`config.mk`:
```
export PLATFORM = sky130hd
export DESIGN_NAME = cache_tag_lookup
export DESIGN_NICKNAME = d
export VERILOG_FILES = /design/src/rtl/cache_tag_lookup.sv
export SDC_FILE = /design/constraint.sdc
export NUM_CORES = 1
export LEC_CHECK = 0
export BUFFER_PORTS_ARGS = -buffer_cell sky130_fd_sc_hd__buf_4
export CAP_MARGIN = 5
export CORE_MARGIN = 8
export CORE_UTILIZATION = 45
export DETAILED_ROUTE_END_ITERATION = 10
export PLACE_DENSITY = 0.75
export SYNTH_ARGS = -nofsm -noshare
export SYNTH_HDL_FRONTEND = slang
export SYNTH_SLANG_ARGS = --single-unit
```
`constraint.sdc`:
```
create_clock -name clk -period 2.5 [get_ports clk]
set_input_delay 0.125 -clock clk [delete_from_list [all_inputs] [get_ports clk]]
set_output_delay 0.125 -clock clk [all_outputs]
set_load 0.1 [all_outputs]
```
`src/rtl/cache_tag_lookup.sv`:
```
// Lookup/refill controller sitting in front of a 2-way tag RAM.
// Clears the tag RAM after reset, then serves one CPU lookup at a time, fetching missed lines from memory.
module cache_tag_lookup #(
  parameter int INDEX_W = 7,
  parameter int OFFS_W  = 5
) (
  input  logic               clk,
  input  logic               resetn,
  input  logic               req_valid,
  output logic               req_ready,
  input  logic [31:0]        req_addr,
  output logic               rsp_valid,
  output logic               rsp_hit,
  output logic               rsp_way,
  output logic [INDEX_W-1:0] rsp_index,
  output logic               mem_req_valid,
  input  logic               mem_req_ready,
  output logic [31:0]        mem_req_addr,
  output logic               mem_req_way,
  input  logic               mem_done,
  output logic [INDEX_W-1:0] tr_raddr,
  output logic [INDEX_W-1:0] tr_waddr,
  output logic [INDEX_W-1:0] tr_tag_bit_raddr,
  output logic               tr_re,
  output logic               tr_we,
  output logic               tr_refill,
  output logic               tr_select,
  output logic               tr_cache_reset,
  output logic [44:0]        tr_din,
  input  logic [44:0]        tr_dout
);

  localparam int LA_W   = 32 - OFFS_W;
  localparam int TAG_W  = 32 - INDEX_W - OFFS_W;
  localparam int STRIDE = 22;

  typedef enum logic [2:0] {INIT, IDLE, LOOKUP, MISS_REQ, MISS_WAIT, REFILL} state_t;

  state_t             state_reg, state_next;
  logic [INDEX_W-1:0] init_cnt_reg, init_cnt_next;
  logic [LA_W-1:0]    line_addr_reg, line_addr_next;
  logic               victim_reg, victim_next;
  logic [TAG_W:0]     field_reg [2];
  logic [TAG_W:0]     field_next [2];
  logic               fwd_valid_reg, fwd_valid_next;
  logic [INDEX_W-1:0] fwd_idx_reg, fwd_idx_next;
  logic               fwd_bit_reg, fwd_bit_next;

  logic [INDEX_W-1:0] line_idx, req_idx;
  logic [TAG_W-1:0]   line_tag;
  logic [TAG_W:0]     field_now [2];
  logic [TAG_W:0]     refill_field [2];
  logic [1:0]         way_valid, way_hit;
  logic               hit_any, hit_way, lru_now, victim_now;
  logic [44:0]        refill_din;
  logic               unused_bits;

  assign line_idx    = line_addr_reg[INDEX_W-1:0];
  assign line_tag    = line_addr_reg[LA_W-1 -: TAG_W];
  assign req_idx     = req_addr[OFFS_W +: INDEX_W];
  assign unused_bits = ^{req_addr[OFFS_W-1:0], tr_dout[43], tr_dout[21]};

  genvar gi;
  generate
    for (gi = 0; gi < 2; gi++) begin : g_way
      assign field_now[gi]    = tr_dout[gi*STRIDE +: TAG_W+1];
      assign way_valid[gi]    = field_now[gi][TAG_W];
      assign way_hit[gi]      = way_valid[gi] && (field_now[gi][TAG_W-1:0] == line_tag);
      assign refill_field[gi] = (victim_reg == 1'(gi)) ? {1'b1, line_tag} : field_reg[gi];
    end
  endgenerate

  // The RAM read for a back-to-back lookup races the previous hit's LRU write to the same set.
  assign lru_now    = (fwd_valid_reg && fwd_idx_reg == line_idx) ? fwd_bit_reg : tr_dout[44];
  assign hit_any    = |way_hit;
  assign hit_way    = ~way_hit[0];
  assign victim_now = !way_valid[0] ? 1'b0 : (!way_valid[1] ? 1'b1 : lru_now);
  assign refill_din = {~victim_reg, 1'b0, refill_field[1], 1'b0, refill_field[0]};

  assign mem_req_addr = {line_addr_reg, {OFFS_W{1'b0}}};
  assign mem_req_way  = victim_reg;

  always_ff @(posedge clk or negedge resetn) begin
    if (!resetn) begin
      state_reg     <= INIT;
      init_cnt_reg  <= '0;
      line_addr_reg <= '0;
      victim_reg    <= 1'b0;
      field_reg[0]  <= '0;
      field_reg[1]  <= '0;
      fwd_valid_reg <= 1'b0;
      fwd_idx_reg   <= '0;
      fwd_bit_reg   <= 1'b0;
    end else begin
      state_reg     <= state_next;
      init_cnt_reg  <= init_cnt_next;
      line_addr_reg <= line_addr_next;
      victim_reg    <= victim_next;
      field_reg[0]  <= field_next[0];
      field_reg[1]  <= field_next[1];
      fwd_valid_reg <= fwd_valid_next;
      fwd_idx_reg   <= fwd_idx_next;
      fwd_bit_reg   <= fwd_bit_next;
    end
  end

  always_comb begin
    state_next       = state_reg;
    init_cnt_next    = init_cnt_reg;
    line_addr_next   = line_addr_reg;
    victim_next      = victim_reg;
    field_next[0]    = field_reg[0];
    field_next[1]    = field_reg[1];
    fwd_valid_next   = 1'b0;
    fwd_idx_next     = fwd_idx_reg;
    fwd_bit_next     = fwd_bit_reg;
    req_ready        = 1'b0;
    rsp_valid        = 1'b0;
    rsp_hit          = 1'b0;
    rsp_way          = 1'b0;
    rsp_index        = '0;
    mem_req_valid    = 1'b0;
    tr_raddr         = '0;
    tr_waddr         = '0;
    tr_tag_bit_raddr = '0;
    tr_re            = 1'b0;
    tr_we            = 1'b0;
    tr_refill        = 1'b0;
    tr_select        = 1'b0;
    tr_cache_reset   = 1'b1;
    tr_din           = '0;

    case (state_reg)
      INIT: begin
        tr_cache_reset = 1'b0;
        tr_raddr       = init_cnt_reg;
        init_cnt_next  = init_cnt_reg + 1'b1;
        if (init_cnt_reg == '1) state_next = IDLE;
      end
      IDLE: begin
        req_ready = 1'b1;
        tr_raddr  = req_idx;
        tr_re     = req_valid;
        if (req_valid) begin
          line_addr_next = req_addr[31:OFFS_W];
          state_next     = LOOKUP;
        end
      end
      LOOKUP: begin
        if (hit_any) begin
          rsp_valid        = 1'b1;
          rsp_hit          = 1'b1;
          rsp_way          = hit_way;
          rsp_index        = line_idx;
          tr_we            = 1'b1;
          tr_tag_bit_raddr = line_idx;
          tr_din[44]       = ~hit_way;
          fwd_valid_next   = 1'b1;
          fwd_idx_next     = line_idx;
          fwd_bit_next     = ~hit_way;
          req_ready        = 1'b1;
          tr_raddr         = req_idx;
          tr_re            = req_valid;
          if (req_valid) begin
            line_addr_next = req_addr[31:OFFS_W];
            state_next     = LOOKUP;
          end else begin
            state_next = IDLE;
          end
        end else begin
          field_next[0] = field_now[0];
          field_next[1] = field_now[1];
          victim_next   = victim_now;
          state_next    = MISS_REQ;
        end
      end
      MISS_REQ: begin
        mem_req_valid = 1'b1;
        if (mem_req_ready) state_next = MISS_WAIT;
      end
      MISS_WAIT: begin
        if (mem_done) state_next = REFILL;
      end
      REFILL: begin
        tr_refill  = 1'b1;
        tr_select  = 1'b1;
        tr_waddr   = line_idx;
        tr_din     = refill_din;
        rsp_valid  = 1'b1;
        rsp_way    = victim_reg;
        rsp_index  = line_idx;
        state_next = IDLE;
      end
      default: state_next = INIT;
    endcase
  end

endmodule
```
**Word level (Yosys, flattened, before mapping)**

Cells that the tools add are included.

- Add/sub/neg operators: 1
- Reduce and logical (&&, ||, !) cells: 10
- Bitwise gates (word level): 3
- Eq/ne operators: 14
- Mux-type cells: 35

Operators with widths:

| kind | number |
|---|---|
| $mux W27 | 2 |
| $pmux W27 S2 | 1 |
| $mux W43 | 1 |
| $mux W21 | 2 |
| $eq A20 B20 Y1 | 2 |
| $mux W7 | 4 |
| $pmux W7 S3 | 1 |
| $pmux W3 S6 | 1 |
| $pmux W7 S2 | 1 |
| $mux W3 | 4 |
| $mux W1 | 11 |
| $ne A2 B2 Y1 const B | 5 |
| $pmux W1 S2 | 5 |
| $add A7 B1 Y7 const B | 1 |
| $eq A7 B7 Y1 | 1 |
| $eq A7 B7 Y1 const B | 1 |
| $eq A3 B2 Y1 const B | 2 |
| $eq A3 B3 Y1 const B | 2 |
| $reduce_and A2 Y1 | 3 |
| $mux W2 | 2 |
| $reduce_and A4 Y1 | 1 |
| $eq A3 B1 Y1 const B | 1 |
| $logic_and A1 B1 Y1 | 3 |
| $logic_not A3 Y1 | 1 |
| other kinds (3) | 5 |

- Output and inout port bits: 116
- Register bits after elaboration: 89

**Depth between registers and ports, before layout**

Gate-level depths: netlist of run 1.

- Word-level depth: 5
- Mapped depth: 8

**Worst setup path after synthesis of run 1**

No wires, ideal clock.

- Path type: reg2out
- Start: reg victim_reg (netlist: mem_req_way)
- End: out tr_din[44]
- Data required time: 2.375 ns
- Arrival: 3.504 ns
- Cell stages (with the launch flop): 4
- Buffers on the path: 2
- Path slack: -1.129 ns
- Path through: dfrtp_1 clkbuf_1 buf_1 o21ai_0

- Word-level cells in the longest chain between the ends: 2

RTL lines:

| element | RTL line | text |
|---|---|---|
| start: declaration | 42 | `logic victim_reg, victim_next;` |
| start signal: assignment | 98 | `victim_reg <= victim_next;` |
| $not A1 Y1 | 78 | `assign refill_din = {~victim_reg, 1'b0, refill_field[1], 1'b0, refill_field[0]};` |
| $pmux W1 S2 | 133 | `case (state_reg)` |
| end: declaration | 29 | `output logic [44:0] tr_din,` |

No other way between the ends.

**Worst setup path after layout of run 1**

- Start: reg line_addr_reg[14]
- End: out rsp_index[0]

- Word-level cells in the longest chain between the ends: 5
- Elaborated cells on any way between the ends: 7
- Those cells by class: eq/ne (2); mux (2); reduce/logical (3)

RTL lines:

| element | RTL line | text |
|---|---|---|
| start: declaration | 41 | `logic [LA_W-1:0] line_addr_reg, line_addr_next;` |
| start signal: assignment | 97 | `line_addr_reg <= line_addr_next;` |
| $eq A20 B20 Y1 | 68 | `assign way_hit[gi] = way_valid[gi] && (field_now[gi][TAG_W-1:0] == line_tag);` |
| $logic_and A1 B1 Y1 | 68 |  |
| $reduce_or A2 Y1 * | 75 | `assign hit_any = \|way_hit;` |
| $mux W7 * | 150 | `if (hit_any) begin` |
| $pmux W7 S2 * | 133 |  |
| end: declaration | 15 | `output logic [INDEX_W-1:0] rsp_index,` |

Mark *: on every way between the ends. The rest lies on a longest branch, timed or not.

==> results.md, run 1 <==
* Outcome: finished, violations left
* Failing checks: setup timing
* FMAX at 385 MHz
* Leakage power at 3.56 nW
* Residual DRC at 0
* Post-Syn Instances at 441
* 1st-iter DRT viols at 142
* Number of synthesized register bits at 89
* Crit-path slowest cell: dfrtp_2
* Clock Path Buffers at 2
* Max Cap Viol at 0
* Register area share after synthesis at 0.437
* Max FFs per register at 42
* Fillers at 776
* Critical Path AT at 2.47 ns
* CP Buf/Inv Count at 3
* Drt pass-1 iters at 4
* Post-DR wirelength/cell at 20.3 um
* Final Setup Violations at 17
* Share of layout cells above drive strength 1 at 0.631
* Die H at 122 um
* Starting Density at 0.454
* CP startpoint kind: flop
* First-pass GRT wire length at 24.5 mm
* Die W at 122 um
* Worst Clk Skew at 0.00732 ns
* Syn. warnings at 0
* Slew of the pin with the lowest slew margin at 0.697 ns
* Area of the die at 15000 um^2
* Top cells by area, synth: dfrtp_1 44%, mux2_2 13%, mux2i_1 8.0%
* Clk slew on worst S/H paths at 0.06 ns
* Tcrit/Tclk final at 1.04
* Async SR Flop Fraction at 1.00
* Number of global-route vias before repair at 4468
* Share of the synthesized area in the top cell type at 0.437
* Fin crit period at 2.60 ns
* CTS tree: done
* Crit-path most repeated cell: buf_12
* Vias after detailed routing at 4114
* Largest net degree at the start of global routing at 53
* Gpl congestion at 0.808
* Core ar. at 11200 um^2
* Yosys top cell by area: dfrtp_1
* Root Driver: clkbuf_16
* Gr usage total at 0.210
* Antenna-violating nets left at 0
* H-tree levels at 3
* Peak supply drop at 0.00133 V
* Post-synth top flop: dfrtp_1
* CP endpoint kind: output port
* CTS Buf Count at 9
* N_diodes at 0
* EDFF count, synth at 0
* Vias per cell at 5.23
* Clock Latency Late Sink at 0.34 ns
* Pwr Total at 11.9 mW
* Max incr delay on CP at 0.47 ns
* RSZ-0062 raised after global routing: true
* Boundary pin count at 198
* Crit path cell chain: xnor2_1 > nand4_1 > nor2_2 > nand3_2 > a21oi_4 > buf_12 > buf_16 > o21a_4 > buf_12
* Worst endpoint required time at 2.38 ns
* Final Max Slew Viols at 0
* Mapped Area at 5100 um^2
* Clock sink count at 89
* Hold Vio Cnt, Final at 0
* Delay-heaviest family, CP: simple AND/OR/NAND/NOR gates
* FF+latch area at 2250 um^2
* Max_slew headroom at 0.536
* Area Overhead vs Synth at 56.6%
* Final worst slack at -0.0956 ns
* Final HPWL DP at 11.4 mm
* Cell variety after synth at 45
* Multi-input gate area at 3190 um^2
* # port buffers at 183
* PD cells at 1490 nW/um^2
* Crit Path Category: flop to output port
* Initial antenna violation count at 0
* Crit Path Max Fanout at 6
* Site row count at 39
* Syn_area_per_cell at 11.6 um^2
* Total routed wirelength at 16.0 mm
* Type of the most critical hold path: input port to flop
* NumNets Final at 721
* Total gr overflow at 0
* Worst slack, placed at 0.0722 ns
final timing paths:
kind	start	endpoint	slack, ns	cells past startpoint
hold reg to reg	field_reg[18]	field_reg[18]	0.50	1
min in group asynchronous	resetn	field_reg[25]	0.39	2
hold / removal	req_addr[23]	line_addr_reg[18]	0.01	2
setup reg to reg	line_addr_reg[14]	fwd_idx_reg[2]	0.05	9
setup / recovery	line_addr_reg[14]	rsp_index[0]	-0.1	9
max in group asynchronous	resetn	line_addr_reg[24]	1.44	3
power by group:
part           internal (mW)  switching (mW)  total, mW
sequential              2.13           0.873       3.01
clock                  0.856           0.541       1.40
combinational           2.62            4.91       7.54
logic make-up (layout without fill, tap and decap cells):
family                     after synthesis  after routing  share of synthesized area
DFF                                     89             89                      0.437
muxes                                  119            119                      0.267
and+or+nand+nor                        111            111                      0.113
AOI/OAI and AO/OA                       31             31                     0.0464
adders and majority gates                1              1                    0.00245
buffers and inverters                   36            232                     0.0432
other                                    1              7                   0.000735
xor gates and xnor gates                53             53                     0.0910
metrics by stage:
stage	utilization	setup TNS, ns	std cells	hold WS, ns	instance area (um^2)
after global routing	0.712	-4.43	786	0.00654	7990
after CTS	0.695	-0.201	779	0.00245	7800
final	0.712	-0.997	786	0.0119	7990
after floorplan	-	-1.20	447	-0.171	5570
after global placement	0.632	0	753	0.219	7100
after detailed placement	0.632	0	753	0.221	7100
per-layer routing:
metal	part of all wire	global-route usage
met3	0.087	0.0672
met2	0.50	0.354
met5	0	0
met1	0.40	0.250
met4	0.017	0.0663
layout make-up:
class                           count  area share
Timing Repair Buffer              211       0.255
Sequential cell                    89       0.282
Multi-Input combinational cell    322       0.400
Clock inverter                      2     0.00439
Clock buffer                       14      0.0343
Inverter                            5     0.00235
Tap cell                          143      0.0224
Yosys cell counts (3+ instances only):
library cell  instances
a22o_1                7
and2_1               14
mux2i_1              41
nand2_1              10
buf_2                 3
nand3_1               3
clkbuf_1             11
mux2_2               59
buf_4                13
mux2_4               19
o21ai_0               5
nand4_1              12
o21a_1                7
xnor2_1              36
a21oi_1               3
dfrtp_1              89
nor2_1               54
xor2_1               17
inv_1                 5
cell usage in the layout, fill, tap and decap left out, types with 3 or more instances in the layout:
cell type	instances
and2_1	5
inv_1	5
nor2_4	35
mux2_4	19
xnor2_2	5
xor2_1	16
mux2i_1	41
xnor2_1	31
nor2_1	15
nor4_4	3
buf_4	173
clkbuf_16	9
dfrtp_1	68
mux2_2	59
buf_12	33
dfrtp_2	21
clkbuf_8	3
o21ai_0	4
conb_1	7
nand2_1	10
nor2_2	4
a22o_4	7
nand4_1	12
o21a_4	7
and2_4	7
what timing repair did:
item                                    4_1_cts  5_1_grt
pin swaps                                     1        8
endpoints found under the setup margin       27       35
cloned                                        1        0
hold buffers                                  2        0
resized for setup                            69       28
setup buffers                                 7        7
endpoints found under the hold margin        52        0
No activity file was read; power rests on OpenSTA's default activity.
==> inputs of run 2 (changes only) <==
- ABC_AREA: default -> 1
- MAX_ROUTING_LAYER: default -> met4
- PLACE_DENSITY: 0.75 -> 0.74
==> results.md, run 2 <==
* Clk slew on worst S/H paths at 0.06 ns (about the same)
* CP startpoint kind: flop
* Slew of the pin with the lowest slew margin at 0.806 ns (+0.109 ns)
* CTS Buf Count at 9 (unchanged)
* Vias after detailed routing at 5473 (+33%)
* Clock Path Buffers at 2 (unchanged)
* CP endpoint kind: output port
* First-pass GRT wire length at 27.2 mm (+11%)
* Pwr Total at 11.1 mW (-7.3%)
* FMAX at 413 MHz (+7.2%)
* EDFF count, synth at 0 (unchanged)
* Cells after DPL at 1047 (+39%)
* Total gr overflow at 0 (unchanged)
* Comb power frac at 0.619 (-0.012)
* Final Max Slew Viols at 0 (unchanged)
* Fin crit period at 2.42 ns (-0.174 ns)
* Max_slew headroom at 0.463 (-0.0728)
* Leakage power at 3.78 nW (+6.1%)
* Clock sink count at 89 (unchanged)
* Reg-to-reg critical path startpoint: line_addr_reg[20]
* Max FFs per register at 42 (unchanged)
* Residual DRC at 0 (unchanged)
* Min-delay src: req_addr[26]
* Syn_area_per_cell at 7.06 um^2 (-39%)
* Area Overhead vs Synth at 46.5%
* Total routed wirelength at 17.8 mm (+12%)
* Clock Latency Late Sink at 0.33 ns (about the same)
* # port buffers at 183 (unchanged)
* Gr usage total at 0.229 (+0.0190)
* Die H at 124 um (+1.3%)
* Drt pass-1 iters at 6 (+2)
* Crit path launch: line_addr_reg[20]
* Fillers at 967 (+25%)
* Share of power burned in registers at 0.251 (about the same)
* Share of the synthesized area in the top cell type at 0.424 (-0.0131)
* Commonest non-fill, non-tap cells in the layout: 245 x nand2_1, 174 x buf_4, 71 x inv_1
* Boundary pin count at 198 (unchanged)
* Syn. warnings at 0 (unchanged)
* Initial antenna violation count at 0 (unchanged)
* Final worst slack at 0.0782 ns (+0.174 ns)
* Post-Syn Instances at 745 (+69%)
* Area of the die at 15400 um^2 (+2.7%)
* Outcome: finished, final reports clean
* Max incr delay on CP at 0.46 ns (about the same)
* H-tree levels at 3 (unchanged)
* Worst endpoint required time at 2.38 ns (about the same)
* Peak supply drop at 0.00123 V (-7.2%)
* Mapped Area at 5260 um^2 (+3.1%)
* Crit-path slowest cell: dfrtp_2
* Type of the most critical hold path: input port to flop
* Commonest non-fill, non-tap cell in the layout: nand2_1
* Hold WS at 0.0141 ns (+0.00217 ns)
* Site row count at 39 (unchanged)
* Share of layout cells above drive strength 1 at 0.369 (-0.262)
* Final Setup Violations at 0 (-17)
* Crit path cell chain: xnor2_1 > nand3_1 > nor2_2 > nand3_2 > nand2_1 > nand2_1 > buf_12 > a21oi_4 > buf_12
* Yosys top cell by area: dfrtp_1
* Cell variety after synth at 29 (-36%)
* PD cells at 1440 nW/um^2 (-3.9%)
* Post-synth top flop: dfrtp_1
* RSZ-0062 raised after global routing: true
* Most frequent cell after synthesis: nand2_1
* Async SR Flop Fraction at 1.00 (unchanged)
* Top cells by count, synth: 253 x nand2_1, 113 x inv_1, 89 x dfrtp_1
* Worst Clk Skew at 0.00605 ns (-0.00127 ns)
* Starting Density at 0.460 (+0.00604)
* Die W at 124 um (+1.3%)
* Tcrit/Tclk final at 0.969 (-0.0695)
* N_diodes at 0 (unchanged)
* Final non-filler cell total at 1070 (+36%)
* Antenna-violating nets left at 0 (unchanged)
* Root Driver: clkbuf_16
* Internal Pwr Total at 4.55 mW (-19%)
* Final HPWL DP at 12.9 mm (+12%)
* NetSw at 6.52 mW (+3.0%)
* Worst slack, placed at 0.288 ns (+0.216 ns)
* Critical Path AT at 2.30 ns (-0.17 ns)
* CTS tree: done
* Register area share after synthesis at 0.424 (-0.0131)
* Post-DR wirelength/cell at 16.7 um (-18%)
* Number of global-route vias before repair at 5559 (+24%)
* Max Cap Viol at 0 (unchanged)
* Switching share of power at 0.589 (+0.0588)
* NumNets Final at 1005 (+39%)
* Clk pwr share at 0.130 (+0.013)
* Hold Vio Cnt, Final at 0 (unchanged)
* Gpl congestion at 0.868 (+7.5%)
* Post-layout util at 0.675 (-0.0370)
* Top cells by area, synth: dfrtp_1 42%, nand2_1 18%, inv_1 8.1%
* Number of synthesized register bits at 89 (unchanged)
* Crit Path Max Fanout at 31 (+25)
* Largest net degree at the start of global routing at 84 (+58%)
* Vias per cell at 5.11 (-2.3%)
* 1st-iter DRT viols at 435 (+210%)
* Crit Path Category: flop to output port
* Core ar. at 11400 um^2 (+1.7%)
-- run 2: path summary, 6_finish.rpt --
path / endpoint / slack, ns / depth (start not counted)
setup / recovery: rsp_index[5] / 0.08 / 9
hold / removal: line_addr_reg[21] / 0.01 / 3
setup reg to reg: line_addr_reg[9] / 0.31 / 9
hold reg to reg: field_reg[33] / 0.49 / 2
max in group asynchronous: line_addr_reg[13] / 1.27 / 3
min in group asynchronous: line_addr_reg[20] / 0.41 / 2
-- run 2: critical path, delay by kind of cell (launching register included) --
family	cells	cell delay, ns
XOR/XNOR	1	0.26
buffers and inverters	2	0.40
AND/OR/NAND/NOR	5	0.64
flip-flops	1	0.46
AO/OA/AOI/OAI	1	0.18
-- run 2: timing repair --
| item | CTS | global route |
|---|---|---|
| resized for setup | 9 | 51 |
| hold buffers | 1 | 0 |
| endpoints found under the setup margin | 19 | 26 |
| pin swaps | 0 | 1 |
| setup buffers | 0 | 6 |
| hold endpoints to repair | 60 | 0 |
-- run 2: kinds of logic after synthesis --
group / synth area share
buf+inv: 0.143
simple gates: 0.282
xor+xnor: 0.0200
fa+ha+maj: 0.00238
flops: 0.424
compound gates: 0.129
other cells: 0.000713
-- run 2: power by group through the flow --
stage | clock, mW | sequential (mW) | combinational [mW]
finish | 1.44 | 2.78 | 6.85
global route | 1.52 | 2.87 | 7.26
CTS | 1.46 | 2.76 | 6.72
detailed placement | 0 | 2.78 | 6.68
global placement | 0 | 2.73 | 6.58
floorplan | 0 | 4.15 | 3.87
-- run 2: routing by layer --
metal,vias to the layer above,part of all wire,GRT usage
li1,2648,-,-
met1,2570,0.41,0.283
met2,219,0.50,0.377
met3,36,0.067,0.0335
met4,0,0.024,0.0758
met5,-,0,-
-- run 2: layout make-up --
| class | instances | area [um^2] | share of cell area |
|---|---|---|---|
| flip-flops and latches | 89 | 2260 | 0.293 |
| repair buffers | 200 | 1750 | 0.227 |
| multi-input cells | 495 | 2570 | 0.334 |
| clock buffers | 10 | 229 | 0.0297 |
| inverters | 127 | 631 | 0.0819 |
| well taps | 143 | 179 | 0.0232 |
| clock inverters | 6 | 82.6 | 0.0107 |
-- run 2: through the flow --
step,TNS [ns],instance area (um^2)
6_report,0,7700
5_1_grt,-0.0121,7700
4_1_cts,0,7450
3_5_place_dp,0,7100
3_3_place_gp,0,7100
2_1_floorplan,-0.564,5750
